<file path="src/rtl/morse_player_pkg.sv">
// Shared constants and state encoding for the Morse playback sequencer.
package morse_pkg;

  localparam logic [1:0] SYM_END  = 2'b00;
  localparam logic [1:0] SYM_DOT  = 2'b01;
  localparam logic [1:0] SYM_DASH = 2'b10;
  localparam logic [1:0] SYM_WORD = 2'b11;

  localparam int unsigned DOT_UNITS        = 1;
  localparam int unsigned DASH_UNITS       = 3;
  localparam int unsigned INTRA_UNITS      = 1;
  localparam int unsigned CHAR_EXTRA_UNITS = 2;
  localparam int unsigned WORD_UNITS       = 7;

  localparam int unsigned ELEMS_PER_ENTRY  = 10;

  typedef enum logic [2:0] {
    ST_IDLE,
    ST_LOAD,
    ST_MARK,
    ST_SPACE,
    ST_CHAR_GAP,
    ST_WORD_GAP
  } state_t;

endpackage

</file>
<file path="src/rtl/morse_player_unit_tick.sv">
// Unit-time prescaler: pulses o_tick once every UNIT_CYCLES clocks,
// held at zero while i_restart is high.
module unit_tick #(
  parameter int unsigned UNIT_CYCLES = 12_000_000
) (
  input  logic i_clk,
  input  logic i_rst,
  input  logic i_restart,
  output logic o_tick
);

  localparam int unsigned W = (UNIT_CYCLES > 1) ? $clog2(UNIT_CYCLES) : 1;
  localparam logic [W-1:0] LAST = W'(UNIT_CYCLES - 1);

  logic [W-1:0] r_cnt;

  // Free-running count that wraps after UNIT_CYCLES clocks.
  always_ff @(posedge i_clk) begin
    if (i_rst || i_restart) begin
      r_cnt <= '0;
    end else if (r_cnt == LAST) begin
      r_cnt <= '0;
    end else begin
      r_cnt <= r_cnt + 1'b1;
    end
  end

  assign o_tick = (r_cnt == LAST);

endmodule

</file>
<file path="src/rtl/morse_player.sv">
// Morse playback sequencer: pops one 20-bit entry from the symbol buffer
// and keys it out using 1/3/1/3/7 unit timing.
module morse_player
  import morse_pkg::*;
#(
  parameter int unsigned UNIT_CYCLES = 12_000_000
) (
  input  logic        i_clk,
  input  logic        i_rst,
  input  logic        i_enable,
  input  logic        i_valid,
  input  logic [19:0] i_r_data,
  output logic        o_r_next,
  output logic        o_key,
  output logic        o_busy
);

  state_t      r_state;
  logic [19:0] r_shreg;
  logic [3:0]  r_elems;
  logic [2:0]  r_units;
  logic        r_key;
  logic        r_next;
  logic        r_busy;

  logic        w_tick;
  logic        w_restart;
  logic        w_expire;
  logic [1:0]  w_sym;

  // The prescaler is held in IDLE/LOAD. Timed states hand over to each other
  // exactly on a tick, where the prescaler wraps to zero by itself, so every
  // timed state still begins with a fresh unit.
  assign w_restart = (r_state == ST_IDLE) || (r_state == ST_LOAD);
  assign w_expire  = w_tick && (r_units == 3'd1);
  assign w_sym     = r_shreg[1:0];

  unit_tick #(
    .UNIT_CYCLES(UNIT_CYCLES)
  ) u_tick (
    .i_clk     (i_clk),
    .i_rst     (i_rst),
    .i_restart (w_restart),
    .o_tick    (w_tick)
  );

  // Playback state machine with registered key, pop strobe and busy flag.
  always_ff @(posedge i_clk) begin
    if (i_rst) begin
      r_state <= ST_IDLE;
      r_shreg <= '0;
      r_elems <= '0;
      r_units <= '0;
      r_key   <= 1'b0;
      r_next  <= 1'b0;
      r_busy  <= 1'b0;
    end else begin
      r_next <= 1'b0;
      if (w_tick) begin
        r_units <= r_units - 3'd1;
      end
      case (r_state)
        ST_IDLE: begin
          if (i_enable && i_valid) begin
            r_shreg <= i_r_data;
            r_next  <= 1'b1;
            r_elems <= '0;
            r_busy  <= 1'b1;
            r_state <= ST_LOAD;
          end
        end
        ST_LOAD: begin
          if (r_elems == 4'(ELEMS_PER_ENTRY)) begin
            r_units <= 3'(CHAR_EXTRA_UNITS);
            r_state <= ST_CHAR_GAP;
          end else begin
            case (w_sym)
              SYM_DOT: begin
                r_units <= 3'(DOT_UNITS);
                r_key   <= 1'b1;
                r_state <= ST_MARK;
              end
              SYM_DASH: begin
                r_units <= 3'(DASH_UNITS);
                r_key   <= 1'b1;
                r_state <= ST_MARK;
              end
              SYM_WORD: begin
                r_units <= 3'(WORD_UNITS);
                r_state <= ST_WORD_GAP;
              end
              default: begin
                if (r_elems == '0) begin
                  r_busy  <= 1'b0;
                  r_state <= ST_IDLE;
                end else begin
                  r_units <= 3'(CHAR_EXTRA_UNITS);
                  r_state <= ST_CHAR_GAP;
                end
              end
            endcase
          end
        end
        ST_MARK: begin
          if (w_expire) begin
            r_key   <= 1'b0;
            r_shreg <= {2'b00, r_shreg[19:2]};
            r_elems <= r_elems + 4'd1;
            r_units <= 3'(INTRA_UNITS);
            r_state <= ST_SPACE;
          end
        end
        ST_SPACE: begin
          if (w_expire) begin
            r_state <= ST_LOAD;
          end
        end
        ST_CHAR_GAP, ST_WORD_GAP: begin
          if (w_expire) begin
            r_busy  <= 1'b0;
            r_state <= ST_IDLE;
          end
        end
        default: begin
          r_state <= ST_IDLE;
        end
      endcase
    end
  end

  assign o_key    = r_key;
  assign o_r_next = r_next;
  assign o_busy   = r_busy;

endmodule

</file>
<file path="config.mk">
export PLATFORM = sky130hd
export DESIGN_NAME = morse_player
export DESIGN_NICKNAME = d
export VERILOG_FILES = /design/src/rtl/morse_player_pkg.sv /design/src/rtl/morse_player_unit_tick.sv /design/src/rtl/morse_player.sv
export SDC_FILE = /design/constraint.sdc
export NUM_CORES = 1
export LEC_CHECK = 0
export CORE_MARGIN = 10
export CORE_UTILIZATION = 50
export CTS_BUF_LIST = sky130_fd_sc_hd__clkbuf_2
export CTS_CLUSTER_DIAMETER = 40
export DETAILED_ROUTE_END_ITERATION = 8
export PLACE_DENSITY = 0.74
export SLEW_MARGIN = 20
export SYNTH_ARGS = -nofsm -noshare
export SYNTH_HDL_FRONTEND = slang
export SYNTH_SLANG_ARGS = --single-unit
</file>
<file path="constraint.sdc">
create_clock -name i_clk -period 1.95 [get_ports i_clk]
set_input_delay 0.39 -clock i_clk [delete_from_list [all_inputs] [get_ports i_clk]]
set_output_delay 0.39 -clock i_clk [all_outputs]
set_load 0.02 [all_outputs]
</file>
==> results of run 1 <==
## synth_stat cells (all sizes together) (3+ instances only)
| library cell | instances |
|---|---|
| nor3b | 3 |
| dfxtp | 57 |
| a211oi | 20 |
| ha | 11 |
| nor2 | 39 |
| inv | 13 |
| a31oi | 4 |
| nand3 | 20 |
| o21ai | 6 |
| nor3 | 28 |
| nand4 | 10 |
| buf | 13 |
| xnor2 | 17 |
| nor4 | 3 |
| xor2 | 8 |
| clkbuf | 4 |
| and3 | 8 |
| a21oi | 10 |
| mux2i | 18 |
| nand2 | 20 |
## layout by cell type, fill, tap and decap left out, types with 2 or more instances in the layout
cell	count
dfxtp_1	55
nor2_1	39
nor3_1	28
clkdlybuf4s50_1	25
nand2_1	20
nand3_1	19
mux2i_1	18
xnor2_1	17
buf_4	16
inv_1	13
a211oi_2	12
ha_1	11
clkbuf_2	11
a21oi_1	10
nand4_1	9
xor2_1	8
a211oi_1	8
and3_1	6
o21ai_0	6
a31oi_1	4
clkinv_2	3
buf_12	3
and3_4	2
and4_1	2
nor2b_1	2
nand3b_1	2
clkinv_1	2
## sequential cells by signal, indices dropped and copies added, names as in the netlist
register and cells:
o_busy 1, u_tick.r_cnt 24, r_shreg 20, o_key 1, r_elems 4, r_units 3
r_state 3, o_r_next 1
## how the worst min path moves through the flow
stage | start | endpoint | slack, ns | cells past startpoint
after floorplan | u_tick.r_cnt[0] | u_tick.r_cnt[0] | 0.44 | 1
after global placement | r_shreg[19] | r_shreg[19] | 0.46 | 2
after detailed placement | r_shreg[18] | r_shreg[18] | 0.46 | 2
after CTS | i_r_data[18] | r_shreg[18] | 0.39 | 3
after global routing | i_r_data[18] | r_shreg[18] | 0.38 | 3
final | i_r_data[18] | r_shreg[18] | 0.42 | 3
## final cells by class
class,instances,area [µm²]
timing repair buffer,45,443
inverter,13,48.8
clock buffer,11,55.1
sequential,57,1150
clock inverter,5,22.5
tap,72,90.1
fill,500,2100
multi-input combinational,246,1700
## routing by layer
| layer | vias to the layer above | share of wire (%) | wire [µm] |
|---|---|---|---|
| met5 | - | 0 | 0 |
| met4 | 0 | 1.8 | 117 |
| met3 | 10 | 2.8 | 182 |
| met2 | 34 | 44 | 2850 |
| met1 | 1177 | 51 | 3270 |
| li1 | 1271 | - | - |
## report_power, final
group	switching, mW	internal [mW]	leakage (nW)
Combinational	0.214	0.216	0.683
Sequential	0.0398	1.22	0.464
Clock	0.435	0.164	0.0606
Total	0.690	1.61	1.21
## repair_timing
action                                  CTS  global route
hold endpoints to repair                  0             0
resized for setup                         0            11
endpoints found under the setup margin    0            50
setup buffers                             0             1
## cells by family (layout without fill, tap and decap cells)
kind of cell | count (synthesis) | in the layout
compound gates | 49 | 49
buf+inv | 30 | 74
xor+xnor | 25 | 25
mux | 18 | 18
flops | 57 | 57
simple gates | 142 | 143
fa+ha+maj | 11 | 11
## metrics by stage
step | std cells | power, mW | hold WS [ns]
CTS | 447 | 2.32 | 0.390
global route | 449 | 2.42 | 0.376
detailed placement | 431 | 1.72 | 0.465
global placement | 431 | 1.71 | 0.458
finish | 449 | 2.30 | 0.423
floorplan | 332 | 1.56 | 0.438
==> run summary, run 1 <==
crit path capture type: primary output
Post-Synth Simple-Gate Area: 25.1%
largest net degree at the start of global routing: 24
final setup fails: 0
largest family of logic cells by synthesized area: simple AND/OR/NAND/NOR gates
final core occ: 62.5%
Avg Cell Area, Syn: 8.86 µm²
# DRC: 0
outcome: finished clean
post-synthesis mux area share: 6.13%
Final Max Tran Viols: 0
area grow syn2layout: 19.2%
# clock sinks: 57
Final Cell Area: 3510 µm²
Leak Pwr: 1.21 nW
post-synth top area share: 38.8%
Setup WS pre-CTS: 0.0372 ns
Synth area leader: dfxtp_1
Synth cell types: 45
total global routing overflow: 0
total track usage: 13.5%
Post-synth EDFFs: 0
initial antenna violation count: 0
insertion delay of the later-clocked pin in the worst-skew pair: 0.49 ns
number of synthesized register bits: 57
CTS Root Cell: clkbuf_2
sequential area share after synthesis: 38.8%
vias per cell: 5.55
Final period util: 93.9%
I/O pin count: 27
reg2reg end: r_shreg[3]
DR iter-0 viols: 193
Final nets: 407
clock tree buffer depth: 2
Post-Synth XOR/XNOR Area: 7.44%
wirelength, routed: 6420 µm
total number of vias: 2492
area of the core: 5610 µm²
Yosys warning total: 0
Peak VDD IR: 0.000352 V
Post-Syn Nets: 367
Setup TNS: 0 ns
crit path DAT: 1.44 ns
WL/cell: 14.3 µm
post-layout minimum cycle time: 1.83 ns
Die W: 96.7 µm
first-pass GRT wire length: 10900 µm
Main synth FF type: dfxtp_1
Crit path buffers/inverters: 1
GRT Max-Usage Layer: met2
Crit path depth: 1
n_diodes: 0
Initial Util: 52.5%
Final GP Congestion: 0.770
layout cells sized above 1: 15.9%
crit path from: o_busy
Synth area leaders: dfxtp_1 (39%), mux2i_1 (6.1%), xnor2_1 (5.1%)
r2r setup slk: 0.14 ns
PD cells: 654 nW/µm²
Achievable Freq: 0.546 GHz
Hold Fails Final Rpt: 0
setup ws final: 0.119 ns
Post-DRT Antenna Nets: 0
CP Max Fanout: 2
Final Skew: 0.0191 ns
Die Span Y: 96.7 µm
CP top delay family: buffers and inverters
Placed Area: 3380 µm²
Synth Area in Adders: 4.68%
Pre-antenna DRT Iters: 4
asr flop ratio synth: 0%
R2R Path Start: u_tick.r_cnt[0]
met3 Track Usage GR: 3.69%
port bufs: 26
Synth Area in Compound Gates: 13.1%
CTS tree: done
CP Capture Point: o_busy
worst-path cell chain: clkdlybuf4s50_1
Reg2Reg Depth: 7
WP data required: 1.56 ns
Die ar.: 9350 µm²
max cap viols: 0
Max H-tree Level: 3
met1 Track Usage GR: 18.0%
row cnt: 27
Worst-Margin Slew: 0.358 ns
grt met2 use: 19.0%
Startpoint Class: flip-flop
Syn Inst Count: 332
post-DP HPWL: 4470 µm
vias in the first global route: 2290
slew margin rel.: 76.1%
clock slew at reported path FFs: 0.17 ns
Max stage delay on crit path: 0.60 ns
CTS hold repair buffers: 0
TritonCTS Buffers: 9
CP Class: flip-flop to primary output
critical path's slowest cell: clkdlybuf4s50_1
Cell Area, Synth: 2940 µm²
Hold Crit Class: input pin to flip-flop
No activity file was read; power rests on OpenSTA's default activity.
==> inputs of run 2 (changes only) <==
- TNS_END_PERCENT: unset -> 100
==> results of run 2 <==
Same layout as run 1: the final DEF is identical, and so are final timing and power.
==> inputs of run 3 (changes only) <==
- CORE_MARGIN: 10 -> 8
==> run 3 against run 2 <==
- via count is 1.2% lower
- clock power is 18% higher
- hold slack improved by 0.0054 ns
- sequential power hardly changed
- clock-buffer cell count shrank 1
- clock skew decreased by 0.00065 ns
- largest cell class unchanged
==> run summary, run 3 (synthesis results as in run 1) <==
internal power: 1.71 mW
Largest regs: u_tick.r_cnt (24), r_shreg (20), r_elems (4)
outcome: finished clean
PD cells: 691 nW/µm²
clock share of power: 29.6%
largest reg by FF count: u_tick.r_cnt
largest net degree at the start of global routing: 24
clock slew at reported path FFs: 0.15 ns
post-DP HPWL: 4450 µm
Post-DRT Antenna Nets: 0
Startpoint Class: flip-flop
# clock sinks: 57
I/O pin count: 27
Flop pwr share: 53.2%
sw frac: 28.3%
TritonCTS Buffers: 9
Setup TNS: 0 ns
WP data required: 2.38 ns
vias in the first global route: 2308
Pre-antenna DRT Iters: 5
Worst-Margin Slew: 0.496 ns
first-pass GRT wire length: 10500 µm
setup ws final: 0.0960 ns
CTS tree: done
# DRC: 0
Final nets: 403
Initial Util: 50.6%
wirelength, routed: 6460 µm
Final Skew: 0.0184 ns
CTS Root Cell: clkbuf_2
max cap viols: 0
crit path capture type: flip-flop
Leak Pwr: 1.18 nW
most common cell after layout, fill and taps aside: dfxtp_1
Hold Crit Class: input pin to flip-flop
Max H-tree Level: 3
total number of vias: 2463
CP Class: flip-flop to flip-flop
row cnt: 28
Largest register FFs: 24
crit path DAT: 2.28 ns
final setup fails: 0
Die W: 92.7 µm
total global routing overflow: 0
CTS hold repair buffers: 0
area of the core: 5820 µm²
slew margin rel.: 66.9%
Die ar.: 8590 µm²
DR iter-0 viols: 154
Die Span Y: 92.7 µm
total track usage: 15.2%
port bufs: 26
RSZ-0062 raised after global routing: no
n_diodes: 0
Final Max Tran Viols: 0
post-layout instance count excluding filler cells: 447
Cells after DPL: 430
clock tree buffer depth: 2
Achievable Freq: 0.539 GHz
area grow syn2layout: 17.7%
Final GP Congestion: 0.819
combinational power share: 17.3%
layout cells sized above 1: 13.7%
P_sw: 0.677 mW
most frequent cells in the layout: dfxtp_1 (54), nor2_1 (39), nor3_1 (28), clkdlybuf4s50_1 (25), nand2_1 (20)
post-layout minimum cycle time: 1.85 ns
WL/cell: 14.5 µm
initial antenna violation count: 0
Peak VDD IR: 0.000417 V
vias per cell: 5.51
Final period util: 95.1%
insertion delay of the later-clocked pin in the worst-skew pair: 0.50 ns
Setup WS pre-CTS: 0.102 ns
number of fill cells: 522
CP Max Fanout: 5
Hold Fails Final Rpt: 0
-- run 3: power by group through the flow --
stage	sequential, mW	clock [mW]	combinational (mW)
global route	1.28	0.788	0.455
finish	1.27	0.707	0.413
CTS	1.27	0.723	0.416
global placement	1.29	0	0.403
detailed placement	1.30	0	0.412
floorplan	1.29	0	0.266
-- run 3: final cells by class --
class | instances | area [µm²] | share of cell area (%)
clock buffer | 10 | 50.0 | 1.45
inverter | 13 | 48.8 | 1.41
tap | 75 | 93.8 | 2.71
multi-input combinational | 246 | 1680 | 48.4
clock inverter | 5 | 47.5 | 1.37
sequential | 57 | 1140 | 33.1
timing repair buffer | 41 | 400 | 11.6
-- run 3: repair_timing --
item                                    4_1_cts  5_1_grt
resized for setup                             0        5
endpoints found under the setup margin        0       36
buffers inserted                              0        1
-- run 3: critical path: stages, from the launching register on --
cell	delay, ns
dfxtp_1	0.38
nor4_1	0.34
and3_1	0.35
nand3_2	0.13
or3_1	0.37
a211oi_1	0.22
-- run 3: stage by stage --
stage / area [µm²] / total power, mW / hold slack [ns] / utilization (%)
global placement: 3340 / 1.70 / 0.455 / 57.4
global route: 3460 / 2.53 / 0.432 / 59.5
floorplan: 2940 / 1.56 / 0.438 / -
detailed placement: 3340 / 1.71 / 0.470 / 57.4
finish: 3460 / 2.39 / 0.429 / 59.5
CTS: 3440 / 2.41 / 0.426 / 59.1
-- run 3: per-layer routing --
layer  track usage (%)  share of wire, %  wire length [µm]  vias up
li1                  -                 -                 -     1255
met1              19.0                48              3100     1160
met2              22.6                46              2940       35
met3              4.53               4.5               292       13
met4              9.13               1.9               125        0
met5                 0                 0                 0        -
-- run 3: worst paths after layout --
check,from,end,slack [ns],cells after the start
setup / recovery,u_tick.r_cnt[14],r_elems[3],0.1,5
hold / removal,i_r_data[19],r_shreg[19],0.43,3
setup reg to reg,u_tick.r_cnt[14],r_elems[3],0.1,5
hold reg to reg,r_shreg[18],r_shreg[18],0.50,2
==> RTL change 1 (settings of run 1) <==
`UNIT_CYCLES` is set to 12_000_000 in 2 places; all go to 3_000_000.
--- a/src/rtl/morse_player_unit_tick.sv
+++ b/src/rtl/morse_player_unit_tick.sv
@@ -1,7 +1,7 @@
 // Unit-time prescaler: pulses o_tick once every UNIT_CYCLES clocks,
 // held at zero while i_restart is high.
 module unit_tick #(
-  parameter int unsigned UNIT_CYCLES = 12_000_000
+  parameter int unsigned UNIT_CYCLES = 3_000_000
 ) (
   input  logic i_clk,
   input  logic i_rst,
--- a/src/rtl/morse_player.sv
+++ b/src/rtl/morse_player.sv
@@ -3,7 +3,7 @@
 module morse_player
   import morse_pkg::*;
 #(
-  parameter int unsigned UNIT_CYCLES = 12_000_000
+  parameter int unsigned UNIT_CYCLES = 3_000_000
 ) (
   input  logic        i_clk,
   input  logic        i_rst,
Function: same outputs for any inputs over 10 cycles, from zero or initial values and one cycle with i_rst high; that may be too few to reach the edited logic, so the function may still have changed.
==> RTL change 1 against run 1 <==
- design area decreased by 2.2%
- wire length down 7.4%
- sequential cell count shrank 2
- clock power fell by 8.2%
- power down 8.6%
- sequential share of layout area is 0.55 points lower
- fmax grew 0.28%
- setup slack better by 0.0052 ns
- synthesized area fell by 1.8%
- critical path depth unchanged
- critical path type unchanged
==> RTL change 1: results (changes against run 1) <==
status=completed (unchanged); LEAKAGE=0.00123 uW (was 0.00121 uW); multiplexer share of the synthesized area=7.36% (was 6.13%); post-synthesis sequential area ratio=38.1% (was 38.8%); Min-Delay Startpoint=u_tick.r_cnt[0] (was i_r_data[18]); Setup Skew=0.0291 ns (was 0.0191 ns); # resized after CTS=1 (was 0); vias=2266 (was 2492); Worst R2R Path Depth=8 (was 7); Max IR drop VDD=0.000277 V (was 0.000352 V); vias in the first global route=2148 (was 2290); layout cells sized above 1=18.6% (was 15.9%); area post-placement=0.00335 mm^2 (was 0.00338 mm^2); post-synth net total=341 (was 367); Starting DRT DRC Count=87 (was 193); CTS root buffer=clkbuf_2 (unchanged); commonest cells in the netlist=dfxtp_1, nor2_1, mux2i_1, xor2_1 (was dfxtp_1, nor2_1, nor3_1, nand2_1, nand3_1); vias per cell=5.45 (was 5.55); Setup WS pre-CTS=-0.0732 ns (was 0.0372 ns); syn avg cell area=9.41 um^2 (was 8.86 um^2); Slew headroom=72.9% (was 76.1%); XOR/XNOR share of the synthesized area=6.67% (was 7.44%); worst hold slack=0.434 ns (was 0.423 ns); register-to-register setup slack=0.14 ns (about the same); largest net degree at the start of global routing=29 (was 24); fillers=511 (was 500); worst hold path class=reg -> reg (was in -> reg); hpwl dp=4.41 mm (was 4.47 mm); ranking of synthesized cells by area=dfxtp_1, mux2i_1, xor2_1 (was dfxtp_1, mux2i_1, xnor2_1); arrival time worst endpoint=1.44 ns (about the same); GRT Resource Usage Total=13.1% (was 13.5%); Hold Path Sink=u_tick.r_cnt[0] (was r_shreg[18]); Top Registers=u_tick.r_cnt x22, r_shreg x20, r_elems x4 (was u_tick.r_cnt x24, r_shreg x20, r_elems x4); nets=377 (was 407); first-pass GRT wire length=10.0 mm (was 10.9 mm); synth unique cells=55 (was 45); worst skew pair latency=0.43 ns (was 0.49 ns); drt first pass iters=5 (was 4); H-tree Lvls=2 (was 3); Post-synth ARST share=0% (unchanged); CTS clk-pin slew, worst paths=0.26 ns (was 0.17 ns); RR Endpoint=r_shreg[6] (was r_shreg[3]); Overflow after GRT=0 (unchanged); area fraction in compound gates after synthesis=14.6% (was 13.1%); WHS Path Cells=1 (was 3); R2R Path Start=u_tick.r_cnt[0] (unchanged); initial antenna violation count=0 (unchanged); CTS Buf Count=5 (was 9); Post-Synth Adder-Cell Area=4.33% (was 4.68%); GPL Wtd Cong=0.847 (was 0.770); routed wire length per instance=14.3 um (about the same); Placed Cells=408 (was 431)
[RTL change 1: cell types whose count changed after synthesis, moves of 3 or more]
| cell | delta |
|---|---|
| nor3_1 | -25 |
| xnor2_1 | -13 |
| nor2_2 | +10 |
| xor2_1 | +10 |
| nand2_1 | -9 |
| nand3_1 | -8 |
| a21oi_1 | -4 |
| and2_1 | +4 |
| inv_1 | -4 |
| a31oi_1 | -3 |
| nand2b_1 | +3 |
[RTL change 1: layer usage]
layer / up-vias / track usage, % / share of wire (%)
li1: 1158 / - / -
met5: - / 0 / 0
met4: 0 / 4.42 / 1.8
met3: 10 / 3.27 / 4.0
met1: 1055 / 17.1 / 48
met2: 43 / 20.6 / 46
[RTL change 1: power breakdown]
part / internal [uW] / switching [uW] / leakage (uW) / total, uW
registers: 1170 / 36.5 / 0.000447 / 1210
logic: 178 / 158 / 0.000743 / 336
clock network: 211 / 340 / 0.0000404 / 551
total: 1560 / 535 / 0.00123 / 2100
[RTL change 1: worst reg2reg max path, delay by kind of cell, from the launching register on]
family | cells | cell delay [ns]
simple gates | 3 | 0.49
compound gates | 2 | 0.41
flops | 1 | 0.40
buf+inv | 2 | 0.29
fa+ha+maj | 1 | 0.17
[RTL change 1: layout make-up]
type | instances | area (um^2) | area share (%)
Tap cell | 72 | 90.1 | 2.63
Sequential cell | 55 | 1100 | 32.1
Inverter | 9 | 33.8 | 0.985
Multi-Input combinational cell | 223 | 1650 | 48.0
Timing Repair Buffer | 49 | 495 | 14.4
Clock inverter | 3 | 38.8 | 1.13
Clock buffer | 5 | 25.0 | 0.729
[RTL change 1: cells by family (layout without fill, tap and decap cells)]
family | count (synthesis) | in the layout
simple gates | 120 | 120
flops | 55 | 55
compound gates | 50 | 50
buf+inv | 29 | 66
xor+xnor | 22 | 22
mux | 21 | 21
fa+ha+maj | 10 | 10
[RTL change 1: worst max-delay path by stage]
stage	start	to	slack [ns]	cells after the start
3_3_place_gp	i_enable	r_shreg[6]	0.08	7
4_1_cts	u_tick.r_cnt[12]	r_shreg[6]	0.04	7
5_1_grt	o_busy	o_busy	0.003	1
6_report	o_busy	o_busy	0.12	1
3_5_place_dp	i_enable	r_shreg[6]	-0.07	7
2_1_floorplan	u_tick.r_cnt[0]	r_shreg[10]	0.21	9
[RTL change 1: metrics by stage]
step	power (uW)	TNS [ns]
floorplan	1440	0
global placement	1560	0
detailed placement	1570	-0.0732
CTS	2130	0
global route	2210	0
finish	2100	0
==> RTL change 2 (settings of run 1) <==
Made on the original files. Register the output `o_r_next` once more, with the module's reset; this adds one clock of latency there. The other outputs are not delayed to match.
--- a/src/rtl/morse_player.sv
+++ b/src/rtl/morse_player.sv
@@ -129,7 +129,13 @@
   end
 
   assign o_key    = r_key;
-  assign o_r_next = r_next;
+  always_ff @(posedge i_clk) begin
+    if (i_rst) begin
+      o_r_next <= '0;
+    end else begin
+      o_r_next <= r_next;
+    end
+  end
   assign o_busy   = r_busy;
 
 endmodule
Check against the original RTL: not equivalent (a bounded check fails within 4 cycles, from zero or initial values and one cycle with i_rst high).
==> RTL change 2 against run 1 <==
- clock power increased by 47%
- final cell count decreased by 4.0%
- power increased by 7.0%
- setup slack got worse by 0.0029 ns
- wire length decreased by 4.1%
- utilization about the same
- design area about the same
- synthesized area decreased by 0.30%
- non-clock buffer count decreased by 4
- sequential cell count increased by 1
- fmax decreased by 0.16%
- largest cell class unchanged
- largest power group unchanged
- highest routed layer unchanged
==> RTL change 2: results (changes against run 1) <==
multiplexer share of the synthesized area=6.48% (was 6.13%); WL met3=311 um (was 182 um); nets=388 (was 407); vias per cell=5.44 (was 5.55); sw frac=26.1% (was 30.0%); post-synthesis sequential area ratio=39.6% (was 38.8%); vias in the first global route=2238 (was 2290); XOR/XNOR share of the synthesized area=7.76% (was 7.44%); pwr dens=701 mW/mm^2 (was 654 mW/mm^2); GPL Wtd Cong=0.889 (was 0.770); area fraction in compound gates after synthesis=10.6% (was 13.1%); first-pass GRT wire length=10.5 mm (was 10.9 mm); clock sink total=58 (was 57); GRT Resource Usage Total=14.0% (was 13.5%); fillers=510 (was 500); status=completed (unchanged); ranking of synthesized cells by area=dfxtp_1, mux2i_1, xnor2_1 (unchanged); LEAKAGE=0.00117 uW (was 0.00121 uW); Setup Skew=0.0291 ns (was 0.0191 ns); Met2 Routed Length=2.77 mm (was 2.85 mm); hpwl dp=4.36 mm (was 4.47 mm); commonest cells in the netlist=dfxtp_1, nor2_1, nor3_1, mux2i_1, xnor2_1 (was dfxtp_1, nor2_1, nor3_1, nand2_1, nand3_1); synth unique cells=52 (was 45); met1 wire length=3.00 mm (was 3.27 mm); Max IR drop VDD=0.000444 V (was 0.000352 V); Post-Synth Adder-Cell Area=4.27% (was 4.68%)
RTL change 2: layout make-up:
class | instances | area share, %
multi-input combinational | 232 | 47.0
timing repair buffer | 41 | 12.1
tap | 72 | 2.57
clock inverter | 7 | 2.68
clock buffer | 9 | 1.29
sequential | 58 | 33.1
inverter | 12 | 1.29
RTL change 2: worst paths after layout:
| kind | from | to | cells after the start | slack, ns |
|---|---|---|---|---|
| hold / removal | r_next | o_r_next | 1 | 0.46 |
| hold reg to reg | r_next | o_r_next | 1 | 0.46 |
| setup / recovery | o_busy | o_busy | 1 | 0.12 |
| setup reg to reg | u_tick.r_cnt[0] | r_shreg[19] | 7 | 0.15 |
RTL change 2: cells by family after synthesis:
family	Yosys count
xor+xnor	26
mux	19
flops	58
buf+inv	30
compound gates	41
fa+ha+maj	10
simple gates	136
RTL change 2: power by group through the flow:
stage / Clock, uW / Sequential [uW] / Combinational, uW
CTS: 909 / 1280 / 297
floorplan: 0 / 1290 / 190
finish: 884 / 1280 / 296
global placement: 0 / 1300 / 291
detailed placement: 0 / 1300 / 295
global route: 969 / 1280 / 329
RTL change 2: timing repair:
action,in CTS,in global routing
gates resized for setup,0,7
setup buffers,0,1
setup endpoints to repair,0,27
RTL change 2: layer usage:
metal,GRT usage [%],vias to the layer above
met1,19.0,1076
met5,0,-
met3,3.47,10
met4,6.90,0
met2,20.2,51
li1,-,1209
RTL change 2: metrics by stage:
stage	total power, uW	cells	setup slack (ns)	hold slack (ns)
global placement	1590	414	0.0981	0.440
floorplan	1480	320	0.183	0.414
detailed placement	1600	414	0.0822	0.429
CTS	2480	430	0.0569	0.462
global route	2580	431	0.00672	0.477
finish	2460	431	0.116	0.459
RTL change 2: worst reg2reg max path, delay by kind of cell, from the launching register on:
family | cells | cell delay, ns
compound gates | 1 | 0.23
fa+ha+maj | 1 | 0.21
flops | 1 | 0.40
simple gates | 4 | 0.70
buf+inv | 1 | 0.19
